$ cat config.mk
export PLATFORM = sky130hd
export DESIGN_NAME = pc_ctrl
export DESIGN_NICKNAME = d
export VERILOG_FILES = /design/src/rtl/pc_pkg.sv /design/src/rtl/pc_next_sel.sv /design/src/rtl/pc_ctrl.sv
export SDC_FILE = /design/constraint.sdc
export NUM_CORES = 1
export LEC_CHECK = 0
export ABC_AREA = 0
export BUFFER_PORTS_ARGS = -buffer_cell sky130_fd_sc_hd__buf_2
export CAP_MARGIN = 5
export CORE_MARGIN = 4
export CORE_UTILIZATION = 45
export DETAILED_ROUTE_END_ITERATION = 8
export PLACE_DENSITY = 0.72
export SETUP_SLACK_MARGIN = 0.5
export SLEW_MARGIN = 20
export SYNTH_ARGS = -nofsm -noshare
export SYNTH_HDL_FRONTEND = slang
export SYNTH_SLANG_ARGS = --single-unit
$ cat constraint.sdc
create_clock -name clk_in -period 2.8 [get_ports clk_in]
set_clock_uncertainty 0.15 [all_clocks]
set_input_delay 0.84 -clock clk_in [delete_from_list [all_inputs] [get_ports clk_in]]
set_output_delay 0.84 -clock clk_in [all_outputs]
set_load 0.005 [all_outputs]
$ cat src/rtl/pc_pkg.sv
// Shared types and helpers for the fetch-stage program-counter controller.
package pc_pkg;

  // Controller state; the encoding is exported on state_out for debug.
  typedef enum logic [1:0] {
    PC_BOOT = 2'd0,
    PC_RUN  = 2'd1,
    PC_HALT = 2'd2
  } pc_state_t;

  // Sequential advance step in bytes.
  localparam int INSTR_BYTES = 4;

  // Only the two low address bits decide alignment, so callers pass just those.
  // Compressed fetch allows halfword-aligned targets; otherwise word alignment.
  function automatic logic is_misaligned(input logic [1:0] addr,
                                         input logic       compressed_en);
    return compressed_en ? addr[0] : (addr != 2'b00);
  endfunction

endpackage

$ cat src/rtl/pc_next_sel.sv
// Next-PC priority mux: trap > misaligned redirect > redirect > advance > hold.
// Only RUN moves the PC; BOOT and HALT hold it and never flag misalignment.
module pc_next_sel
  import pc_pkg::*;
#(
  parameter int                    ADDR_WIDTH    = 64,
  parameter logic [ADDR_WIDTH-1:0] TRAP_VECTOR   = 'h100,
  parameter bit                    COMPRESSED_EN = 1'b0
) (
  input  pc_state_t              i_state,
  input  logic [ADDR_WIDTH-1:0]  i_pc,
  input  logic                   i_trap,
  input  logic                   i_redirect_valid,
  input  logic [ADDR_WIDTH-1:0]  i_redirect_target,
  input  logic                   i_ready,
  input  logic                   i_stall,
  output logic [ADDR_WIDTH-1:0]  o_next_pc,
  output logic                   o_misalign_hit
);

  logic w_target_misaligned;

  assign w_target_misaligned = is_misaligned(i_redirect_target[1:0], COMPRESSED_EN);

  // Priority selection of the next fetch address.
  always_comb begin
    // NOTE: every output gets a default first so no path through the ifs can infer a latch.
    o_next_pc      = i_pc;
    o_misalign_hit = 1'b0;
    if (i_state == PC_RUN) begin
      if (i_trap) begin
        o_next_pc = TRAP_VECTOR;
      end else if (i_redirect_valid && w_target_misaligned) begin
        o_next_pc      = TRAP_VECTOR;
        o_misalign_hit = 1'b1;
      end else if (i_redirect_valid) begin
        o_next_pc = i_redirect_target;
      end else if (i_ready && !i_stall) begin
        // Wraps naturally modulo 2^ADDR_WIDTH.
        o_next_pc = i_pc + ADDR_WIDTH'(INSTR_BYTES);
      end
    end
  end

endmodule

$ cat src/rtl/pc_ctrl.sv
// Fetch-stage program-counter controller: boot cycle, valid/ready handshake,
// stall, trap/redirect with alignment checking, and halt/resume.
// All outputs come straight from registers.
module pc_ctrl
  import pc_pkg::*;
#(
  parameter int                    ADDR_WIDTH_POW = 6,
  localparam int                   ADDR_WIDTH     = 1 << ADDR_WIDTH_POW,
  parameter logic [ADDR_WIDTH-1:0] RESET_VECTOR   = 'h1000,
  parameter logic [ADDR_WIDTH-1:0] TRAP_VECTOR    = 'h100,
  parameter bit                    COMPRESSED_EN  = 1'b0
) (
  input  logic                  clk_in,
  input  logic                  reset,
  output logic [ADDR_WIDTH-1:0] pc_out,
  output logic                  pc_valid,
  input  logic                  pc_ready,
  input  logic                  stall_in,
  input  logic                  redirect_valid_in,
  input  logic [ADDR_WIDTH-1:0] redirect_target_in,
  input  logic                  trap_in,
  input  logic                  halt_in,
  input  logic                  resume_in,
  output logic                  misalign_err_out,
  output logic [1:0]            state_out
);

  pc_state_t             r_state;
  pc_state_t             w_state_next;
  logic [ADDR_WIDTH-1:0] r_pc;
  logic                  r_pc_valid;
  logic                  r_misalign_err;
  logic [ADDR_WIDTH-1:0] w_next_pc;
  logic                  w_misalign_hit;

  pc_next_sel #(
    .ADDR_WIDTH    (ADDR_WIDTH),
    .TRAP_VECTOR   (TRAP_VECTOR),
    .COMPRESSED_EN (COMPRESSED_EN)
  ) u_next_sel (
    .i_state           (r_state),
    .i_pc              (r_pc),
    .i_trap            (trap_in),
    .i_redirect_valid  (redirect_valid_in),
    .i_redirect_target (redirect_target_in),
    .i_ready           (pc_ready),
    .i_stall           (stall_in),
    .o_next_pc         (w_next_pc),
    .o_misalign_hit    (w_misalign_hit)
  );

  // State transitions; halt beats resume when both are asserted in HALT.
  always_comb begin
    w_state_next = r_state;
    unique case (r_state)
      PC_BOOT: w_state_next = PC_RUN;
      PC_RUN:  w_state_next = halt_in ? PC_HALT : PC_RUN;
      PC_HALT: w_state_next = (!halt_in && resume_in) ? PC_RUN : PC_HALT;
      default: w_state_next = PC_BOOT;
    endcase
  end

  // State, PC, valid flag and error pulse registers with synchronous reset.
  always_ff @(posedge clk_in) begin
    // NOTE: non-blocking assignments so every register samples pre-edge values.
    if (reset) begin
      r_state        <= PC_BOOT;
      r_pc           <= RESET_VECTOR;
      r_pc_valid     <= 1'b0;
      r_misalign_err <= 1'b0;
    end else begin
      r_state        <= w_state_next;
      r_pc           <= w_next_pc;
      r_pc_valid     <= (w_state_next == PC_RUN);
      r_misalign_err <= w_misalign_hit;
    end
  end

  assign pc_out           = r_pc;
  assign pc_valid         = r_pc_valid;
  assign misalign_err_out = r_misalign_err;
  assign state_out        = r_state;

endmodule

; ---- Word level (Yosys, flattened, before mapping)
; Index checks and enable logic that the tools add are counted.
[classes]
n_addsub = 1
n_eq_ne = 3
muxes = 8
bitwise_logic = 1
n_reduce_logical = 10
[op_table]
columns = op, n
row1 = 64-bit two-way mux, 4
row2 = 64-bit by 3-bit adder with 64-bit output (second input constant), 1
row3 = 2-bit one-hot mux with 3 select lines, 1
row4 = 2-bit by 1-bit == test with 1-bit output (second input constant), 2
row5 = 2-bit two-way mux, 2
row6 = 4-bit nonzero test, 1
row7 = 1-bit logical AND, 3
row8 = 3-bit OR reduction, 1
row9 = 2-bit == test (second input constant), 1
row10 = 1-bit logical NOT, 2
row11 = 2-bit logical NOT, 1
row12 = 2-bit AND reduction, 1
row13 = 2-bit nonzero test, 1
row14 = 1-bit two-way mux, 1
row15 = 1-bit NOT, 1
[totals]
ff_bits = 68
in_bits = 72
out_inout_bits = 68
wordCells = 27

; ---- Depth between registers and ports, before layout
; Gate-level depths: netlist of the first run.
[logic_depth]
ltp_word = 6
ltp_mapped = 10
mapped_depth_nobuf = 7

; ---- By module
; From an unflattened synthesis of the first run, not the netlist that was laid out.
[unflattened]
hier_cells = 615
hier_area_um2 = 4529.3
[modules_own_cells]
columns = mod, n_inst, cells_each, area_per_inst_um2, seq_area_each_um2
row1 = pc_next_sel, 1, 467, 2662.6, 0.0
row2 = pc_ctrl, 1, 148, 1866.8, 1361.3

; ---- Least setup slack after synthesis of the first run
; Ideal clock, no wire load.
[synth_path]
path_kind = input to register
from = in redirect_valid_in
to = reg r_pc[39] (netlist: pc_out[39])
setup_ps = 116
arrival_time_ps = 2357
required_ps = 2534
setup_slack_ps = 177
stages = 9
path_buffers = 5
cell_sequence = clkbuf_1 -> or2_0 -> clkbuf_1 -> o21a_1 -> buf_2 -> buf_2 -> buf_1 -> o21ai_0 -> o211a_1
[synth_via]
elab_chain_cells = 3
elab_cells_between_ends = 6
cone_classes = 3 x mux / 3 x reduce/logical
[synth_lines]
columns = element, line_no
row1 = "start, declared", pc_ctrl.sv:19  ; input logic redirect_valid_in,
row2 = 64-bit two-way mux or 1-bit logical AND (tied branches), "pc_next_sel.sv:36, pc_next_sel.sv:33"
row3 = 64-bit two-way mux or 4-bit nonzero test (tied branches), --
row4 = 64-bit two-way mux or 2-bit AND reduction (tied branches), --
row5 = "end signal, assigned", pc_ctrl.sv:73  ; r_pc <= w_next_pc;
row6 = "end, declared", pc_ctrl.sv:30  ; logic [ADDR_WIDTH-1:0] r_pc;
; Several ways; a longest one is shown, not always the timed one.
; A chain may end at the register's enable or synchronous reset.

; ---- Worst setup path in the final report of the first run
[layout_path]
from = reg r_pc[34] (netlist: pc_out[34])
to = reg r_pc[62] (netlist: pc_out[62])
[layout_via]
elab_chain_cells = 5
[layout_lines]
columns = element, line_no
row1 = 64-bit by 3-bit adder with 64-bit output, pc_next_sel.sv:40  ; o_next_pc = i_pc + ADDR_WIDTH'(INSTR_BYTES);
row2 = 64-bit two-way mux, pc_next_sel.sv:38  ; end else if (i_ready && !i_stall) begin
row3 = 64-bit two-way mux, pc_next_sel.sv:36  ; end else if (i_redirect_valid) begin
row4 = 64-bit two-way mux, pc_next_sel.sv:33  ; end else if (i_redirect_valid && w_target_misaligned) begin
row5 = 64-bit two-way mux, pc_next_sel.sv:31  ; if (i_trap) begin
; Every way passes these cells. The select of a mux whose other input is x is not followed.

==> metrics.yaml, run 1 <==
status:
  status: "completed"
detailed_routing:
  vias: 5718
  routed_via_density: 6.21
  wire_per_inst_um: 19.1
  wl_um: 17600
  first_iter_violations: 445
  drc: 0
  ant_nets: 0
  drt_pre_antenna_iters: 6
power_and_ir_drop:
  p_per_area_nw_per_um2: 380
  leakagePower_nw: 2.54
  peakVddDrop_mv: 0.272
clock_tree:
  cts_inserted_buffers: 9
  insertion_delay_ps: 360
  clock_sinks: 68
  clkTransAtPathRegs_ps: 80
  clockBufferDepth: 2
  htreeDepth: 3
  cts_tree: "done"
  clock-root-buffer: "clkbuf_8"
finish:
  syn2layout_area_growth_pct: 39.4
  drive_above_1_share: 0.398
  fill_cells: 951
  antenna_cells: 0
  final-seq-area_um2: 1440
  final_cells: 921
  multiInputGateArea_um2: 3090
  layout.nets: 856
floorplanning:
  die_area_um2: 11600
  core-area_um2: 9730
  num_rows: 36
  start_util: 0.458
  fp.dieH_um: 108
  die_w_um: 108
  ios: 140
sta:
  setup_viol_count_final: 0
  fin_crit_sh: 0.824
  finalSetupTns_ps: 0
  fmax_mhz: 434
  drv_slew: 0
  max_slew_margin: 0.659
  min_period_ps: 2310
  tightest_slew_ps: 507
  rsz0062_at_grt: "yes"
  finalHoldViolCount: 0
worst_setup_path:
  crit_fanout: 5
  required_ps: 2890
  cp_data_arrival_time_ps: 2400
  critPathCaptureType: "flop"
  start_kind: "flop"
  path_class: "flop to flop"
grt:
  grt_remaining_overflow: 0
  first_global_vias: 5084
  grt_pass1_wl_um: 26400
  grt_use_total: 0.287
  grt_max_degree: 40
  antenna_found_initial: 0
logic_synthesis:
  synthFlopType: "dfxtp_1"
  synth-edff-count: 0
  synth.yosys.seq_area_share: 0.305
  synth_top_area_frac: 0.305
  ys_warn_count: 0
  async_reset_ff_frac: 0
  synth_nets: 679
  avgSynthCellArea_um2: 7.36
  syn_area_um2: 4460
  netlist_instances: 606
  yosysUniqueCellTypes: 69
  synth_common_cells: "dfxtp_1, o21ai_0, nand2_1"
  ys_ff_latch: 68
  synth.most_common_cell: "dfxtp_1"
  yosysTopAreaCell: "dfxtp_1"
  yosys-top-cells-area: "dfxtp_1, o21ai_0, a21oi_1"
place:
  portBuffers: 139
  dpl.hpwl_um: 12500
  dp.cells: 875
  globalplace.congestion: 0.930
hold_path:
  hold_path.class: "flop to flop"
run:
  cap_violations: 0
==> final cells by class <==
| class | count | area share |
|---|---|---|
| Sequential cell | 68 | 0.231 |
| Clock inverter | 6 | 0.0141 |
| Tap cell | 133 | 0.0268 |
| Multi-Input combinational cell | 486 | 0.497 |
| Timing Repair Buffer | 211 | 0.204 |
| Inverter | 7 | 0.00423 |
| Clock buffer | 10 | 0.0221 |
==> sequential cells by signal (all words and copies together) (netlist names) <==
name	flops
pc_out	64
state_out	2
misalign_err_out	1
pc_valid	1
==> where the power goes <==
part	total [mW]	internal, mW	switching [mW]
clock	0.949	0.524	0.425
sequential	1.03	0.984	0.0409
combinational	0.390	0.165	0.224
total	2.36	1.67	0.690
==> cells by family (layout without fill, tap and decap cells) <==
kind of cell             after synthesis  in the layout  synth area share
AND/OR/NAND/NOR                      262            262             0.318
XOR/XNOR                              14             14            0.0275
flip-flops                            68             68             0.305
AO/OA/AOI/OAI                        203            203             0.284
buffers and inverters                 52            234            0.0482
adder cells (fa/ha/maj)                1              1           0.00280
multiplexers                           6              6            0.0140
==> critical path: stages (launching register included) <==
cell and delay (ps):
dfxtp_4 390, nand3_4 80, or3_4 420, or4_4 490, buf_6 150, nor4_4 270, xnor2_1 140, o22ai_1 90
==> per-layer routing <==
| metal | track usage | share of wire | up-vias |
|---|---|---|---|
| li1 | - | - | 2653 |
| met1 | 0.401 | 0.43 | 2727 |
| met2 | 0.444 | 0.46 | 316 |
| met3 | 0.0642 | 0.095 | 22 |
| met4 | 0.0803 | 0.014 | 0 |
| met5 | 0 | 0 | - |
==> stage by stage <==
stage	hold WS (ps)	util	instance area, µm²	total power [mW]	worst slack (ps)
after floorplan	305	-	4590	1.26	441
final	318	0.639	6220	2.36	493
after global placement	291	0.570	5540	1.42	282
after CTS	321	0.599	5820	2.36	459
after detailed placement	296	0.570	5540	1.43	230
after global routing	339	0.639	6220	2.45	397
==> placed cells by master, fill, tap and decap left out, types with 8 or more instances in the layout <==
cell type / synthesis / layout
nand3_1: 25 / 21
a21oi_2: 0 / 8
dfxtp_4: 0 / 15
and3_1: 17 / 17
a31oi_1: 11 / 11
a22oi_1: 9 / 9
nor2_1: 52 / 50
nand2_1: 62 / 60
buf_2: 11 / 140
clkbuf_8: 0 / 10
nand4_1: 18 / 18
nor3_1: 18 / 16
o21ai_0: 63 / 61
xnor2_1: 12 / 12
dfxtp_1: 68 / 37
buf_4: 1 / 66
a21oi_1: 48 / 40
nor4_1: 20 / 16
o22ai_1: 14 / 14
dfxtp_2: 0 / 16
==> final timing paths <==
check,endpoint,depth (start not counted),slack [ps],from
worst max-delay path,pc_out[62]$_SDFFE_PP0P_,7,490,pc_out[34]$_SDFFE_PP0P_
worst min-delay path,pc_out[1]$_SDFFE_PP0P_,1,320,pc_out[1]$_SDFFE_PP0P_
worst max register to register,pc_out[62]$_SDFFE_PP0P_,7,490,pc_out[34]$_SDFFE_PP0P_
worst min register to register,pc_out[1]$_SDFFE_PP0P_,1,320,pc_out[1]$_SDFFE_PP0P_
==> repair_timing <==
action                                 CTS  global route
endpoints found under the hold margin    0             0
buffers inserted                         0            30
cloned                                   0             0
pin swaps                                2            20
hold buffers                             0             0
setup endpoints to repair               20            31
gates resized for setup                 17            63
Note: power is estimated with default switching activity, not from simulation.
==> run 2, diff against run 1 <==
--- a/config.mk
+++ b/config.mk
@@ -11,7 +11,7 @@
 export CORE_MARGIN = 4
 export CORE_UTILIZATION = 45
 export DETAILED_ROUTE_END_ITERATION = 8
-export PLACE_DENSITY = 0.72
+export PLACE_DENSITY = 0.75
 export SETUP_SLACK_MARGIN = 0.5
 export SLEW_MARGIN = 20
 export SYNTH_ARGS = -nofsm -noshare
==> constraint.sdc (replaced) <==
create_clock -name clk_in -period 1.9 [get_ports clk_in]
set_clock_uncertainty 0.15 [all_clocks]
set_input_delay 0.57 -clock clk_in [delete_from_list [all_inputs] [get_ports clk_in]]
set_output_delay 0.57 -clock clk_in [all_outputs]
set_load 0.005 [all_outputs]
==> run 2 against run 1 <==
The run now fails in global routing; synthesized cell count stayed put; area after synthesis is the same.
==> metrics.yaml, run 2 <==
floorplanning:
  num_rows: 36
  fp.dieH_um: 108
  die_w_um: 108
  start_util: 0.458
  ios: 140
logic_synthesis:
  synth_common_cells: "dfxtp_1, o21ai_0, nand2_1"
  yosysTopAreaCell: "dfxtp_1"
  ys_warn_count: 0
  syn_area_um2: 4460
  synth.most_common_cell: "dfxtp_1"
  synth_top_area_frac: 0.305
  ys_ff_latch: 68
  synth_nets: 679
  async_reset_ff_frac: 0
  yosysUniqueCellTypes: 69
  synth.yosys.seq_area_share: 0.305
  avgSynthCellArea_um2: 7.36
  synthFlopType: "dfxtp_1"
  synth-edff-count: 0
  yosys-top-cells-area: "dfxtp_1, o21ai_0, a21oi_1"
  netlist_instances: 606
clock_tree:
  clockBufferDepth: 2
  cts_inserted_buffers: 9
  htreeDepth: 3
  clock_sinks: 68
  clock-root-buffer: "clkbuf_8"
place:
  portBuffers: 139
  dpl.hpwl_um: 14100
  globalplace.congestion: 0.979
  place_area_um2: 6890
  place_ws_ps: -345
  dp.cells: 1015
sta:
  endpoint_type: "register input"
  postGrtWorstEndpoint: "pc_out[54]$_SDFFE_PP0P_/D"
grt:
  grt_max_degree: 39
status:
  status: "aborted with a tool error"
  failing_step: "global routing"
  error: "[ERROR DPL-0038] Utilization greater than 100%, impossible to legalize"
-- run 2: cell counts after synthesis --
Identical to the previous run, type by type.
-- run 2: timing repair --
| action | in CTS |
|---|---|
| buffers inserted | 55 |
| hold buffers | 0 |
| cloned | 1 |
| resized for setup | 289 |
| pin swaps | 53 |
| setup endpoints to repair | 132 |
| hold endpoints to repair | 0 |
-- run 2: through the flow --
| stage | TNS (ps) | utilization |
|---|---|---|
| after global placement | -10810 | 0.708 |
| after CTS | -4880 | 0.893 |
| after detailed placement | -13190 | 0.708 |
| after floorplan | -8090 | - |
-- run 2: cells by family after synthesis --
kind of cell,synth area share
flops,0.305
buf+inv,0.0482
fa+ha+maj,0.00280
mux,0.0140
simple gates,0.318
compound gates,0.284
xor+xnor,0.0275
==> run 3, diff against run 2 <==
--- a/config.mk
+++ b/config.mk
@@ -9,10 +9,9 @@
 export BUFFER_PORTS_ARGS = -buffer_cell sky130_fd_sc_hd__buf_2
 export CAP_MARGIN = 5
 export CORE_MARGIN = 4
-export CORE_UTILIZATION = 45
+export CORE_UTILIZATION = 30
 export DETAILED_ROUTE_END_ITERATION = 8
-export PLACE_DENSITY = 0.75
-export SETUP_SLACK_MARGIN = 0.5
+export PLACE_DENSITY_LB_ADDON = 0.15
 export SLEW_MARGIN = 20
 export SYNTH_ARGS = -nofsm -noshare
 export SYNTH_HDL_FRONTEND = slang
==> constraint.sdc (replaced) <==
create_clock -name clk_in -period 2.5 [get_ports clk_in]
set_clock_uncertainty 0.15 [all_clocks]
set_input_delay 0.75 -clock clk_in [delete_from_list [all_inputs] [get_ports clk_in]]
set_output_delay 0.75 -clock clk_in [all_outputs]
set_load 0.005 [all_outputs]
==> run 3 against run 2 <==
The flow now finishes without violations.
==> metrics.yaml, run 3 (same netlist as run 1, synthesis figures left out) <==
grt:
  grt_pass1_wl_um: 29000
  grt_remaining_overflow: 0
  first_global_vias: 5470
  grt_max_degree: 57
  antenna_found_initial: 2
  grt_use_total: 0.219
clock_tree:
  cts_tree: "done"
  clock_sinks: 68
  clock-root-buffer: "clkbuf_16"
  clkTransAtPathRegs_ps: 60
  insertion_delay_ps: 350
  cts_inserted_buffers: 9
  htreeDepth: 3
  clockBufferDepth: 2
finish:
  drive_above_1_share: 0.337
  final_common_cell: "buf_2"
  layout.nets: 875
  antenna_cells: 0
  syn2layout_area_growth_pct: 39.7
  utilization: 0.429
  largest_reg_flops: 64
  layout_common_cells: "buf_2, buf_4, dfxtp_1"
detailed_routing:
  vias: 5615
  first_iter_violations: 363
  drc: 0
  drt_pre_antenna_iters: 5
  ant_nets: 0
  wl_um: 18900
  wire_per_inst_um: 19.0
  routed_via_density: 5.67
sta:
  fin_crit_sh: 0.949
  max_slew_margin: 0.597
  rsz0062_at_grt: "no"
  finalHoldViolCount: 0
  tightest_slew_ps: 603
  setup_viol_count_final: 0
  fmax_mhz: 421
  min_period_ps: 2370
  drv_slew: 0
floorplanning:
  ios: 140
  num_rows: 44
  die_w_um: 130
  core-area_um2: 14500
  start_util: 0.307
  die_area_um2: 16900
  fp.dieH_um: 130
hold_path:
  min_path_cells: 1
  hold_path.class: "flop to flop"
power_and_ir_drop:
  peakVddDrop_mv: 0.301
  totalPowerFinal_mw: 2.84
  p_per_area_nw_per_um2: 455
  p_int_mw: 2.04
  p_sw_uw: 801
  leakagePower_nw: 2.57
  clockPowerShare: 0.431
  combPwrFrac: 0.164
  seq_power_share: 0.405
  netSwitchingFraction: 0.282
run:
  cap_violations: 0
place:
  globalplace.congestion: 0.900
  dpl.hpwl_um: 13900
  portBuffers: 139
worst_setup_path:
  required_ps: 2580
  crit_fanout: 9
  reg2reg_depth: 8
  critPathCaptureType: "flop"
  path_class: "flop to flop"
  cp_data_arrival_time_ps: 2450
  start_kind: "flop"
status:
  status: "completed"
## run 3: power groups by stage
stage / Sequential (mW) / Clock, mW / Combinational [mW]
final: 1.15 / 1.22 / 0.466
after global routing: 1.15 / 1.29 / 0.509
after CTS: 1.15 / 1.25 / 0.463
after detailed placement: 1.17 / 0 / 0.461
after global placement: 1.17 / 0 / 0.456
after floorplan: 1.17 / 0 / 0.212
## run 3: worst max-delay path: stages, from the launching register on
cell and delay (ps):
dfxtp_1 360, ha_1 180, and4_2 270, nand4_1 110
or3_1 330, buf_4 210, nor3_1 310, mux2i_1 240
a21oi_1 80
## run 3: routing by layer
| metal | global-route usage | share of wire | up-vias |
|---|---|---|---|
| li1 | - | - | 2680 |
| met1 | 0.284 | 0.43 | 2700 |
| met2 | 0.362 | 0.48 | 197 |
| met3 | 0.0434 | 0.067 | 34 |
| met4 | 0.0837 | 0.022 | 4 |
| met5 | 0 | 0.0011 | - |
## run 3: final cells by class
class	count	area (µm²)
Fill cell	1544	8300
Clock buffer	13	260
Clock inverter	2	10.0
Tap cell	184	230
Sequential cell	68	1360
Multi-Input combinational cell	486	2910
Timing Repair Buffer	230	1430
Inverter	7	26.3
## run 3: what timing repair did
action | 4_1_cts | 5_1_grt
resized for setup | 1 | 7
buffers inserted | 0 | 2
hold buffers | 0 | 0
setup endpoints to repair | 1 | 15
cloned | 0 | 0
pin swaps | 0 | 3
## run 3: path summary, 6_finish.rpt
| check | start | end | slack [ps] |
|---|---|---|---|
| setup / recovery | pc_out[2]$_SDFFE_PP0P_ | pc_out[52]$_SDFFE_PP0P_ | 130 |
| setup reg to reg | pc_out[2]$_SDFFE_PP0P_ | pc_out[52]$_SDFFE_PP0P_ | 130 |
| hold reg to reg | pc_out[1]$_SDFFE_PP0P_ | pc_out[1]$_SDFFE_PP0P_ | 310 |
| hold / removal | pc_out[1]$_SDFFE_PP0P_ | pc_out[1]$_SDFFE_PP0P_ | 310 |
## run 3: stage by stage
step                      hold slack, ps  setup TNS, ps  instance area [µm²]  std cells  setup WS [ps]
after floorplan                      305              0                 4460        606           22.7
after global placement               289          -3030                 5920        973           -320
after detailed placement             296          -3680                 5920        973           -376
after CTS                            310              0                 6190        988           31.2
after global routing                 335              0                 6230        990           6.00
final                                308              0                 6230        990            126
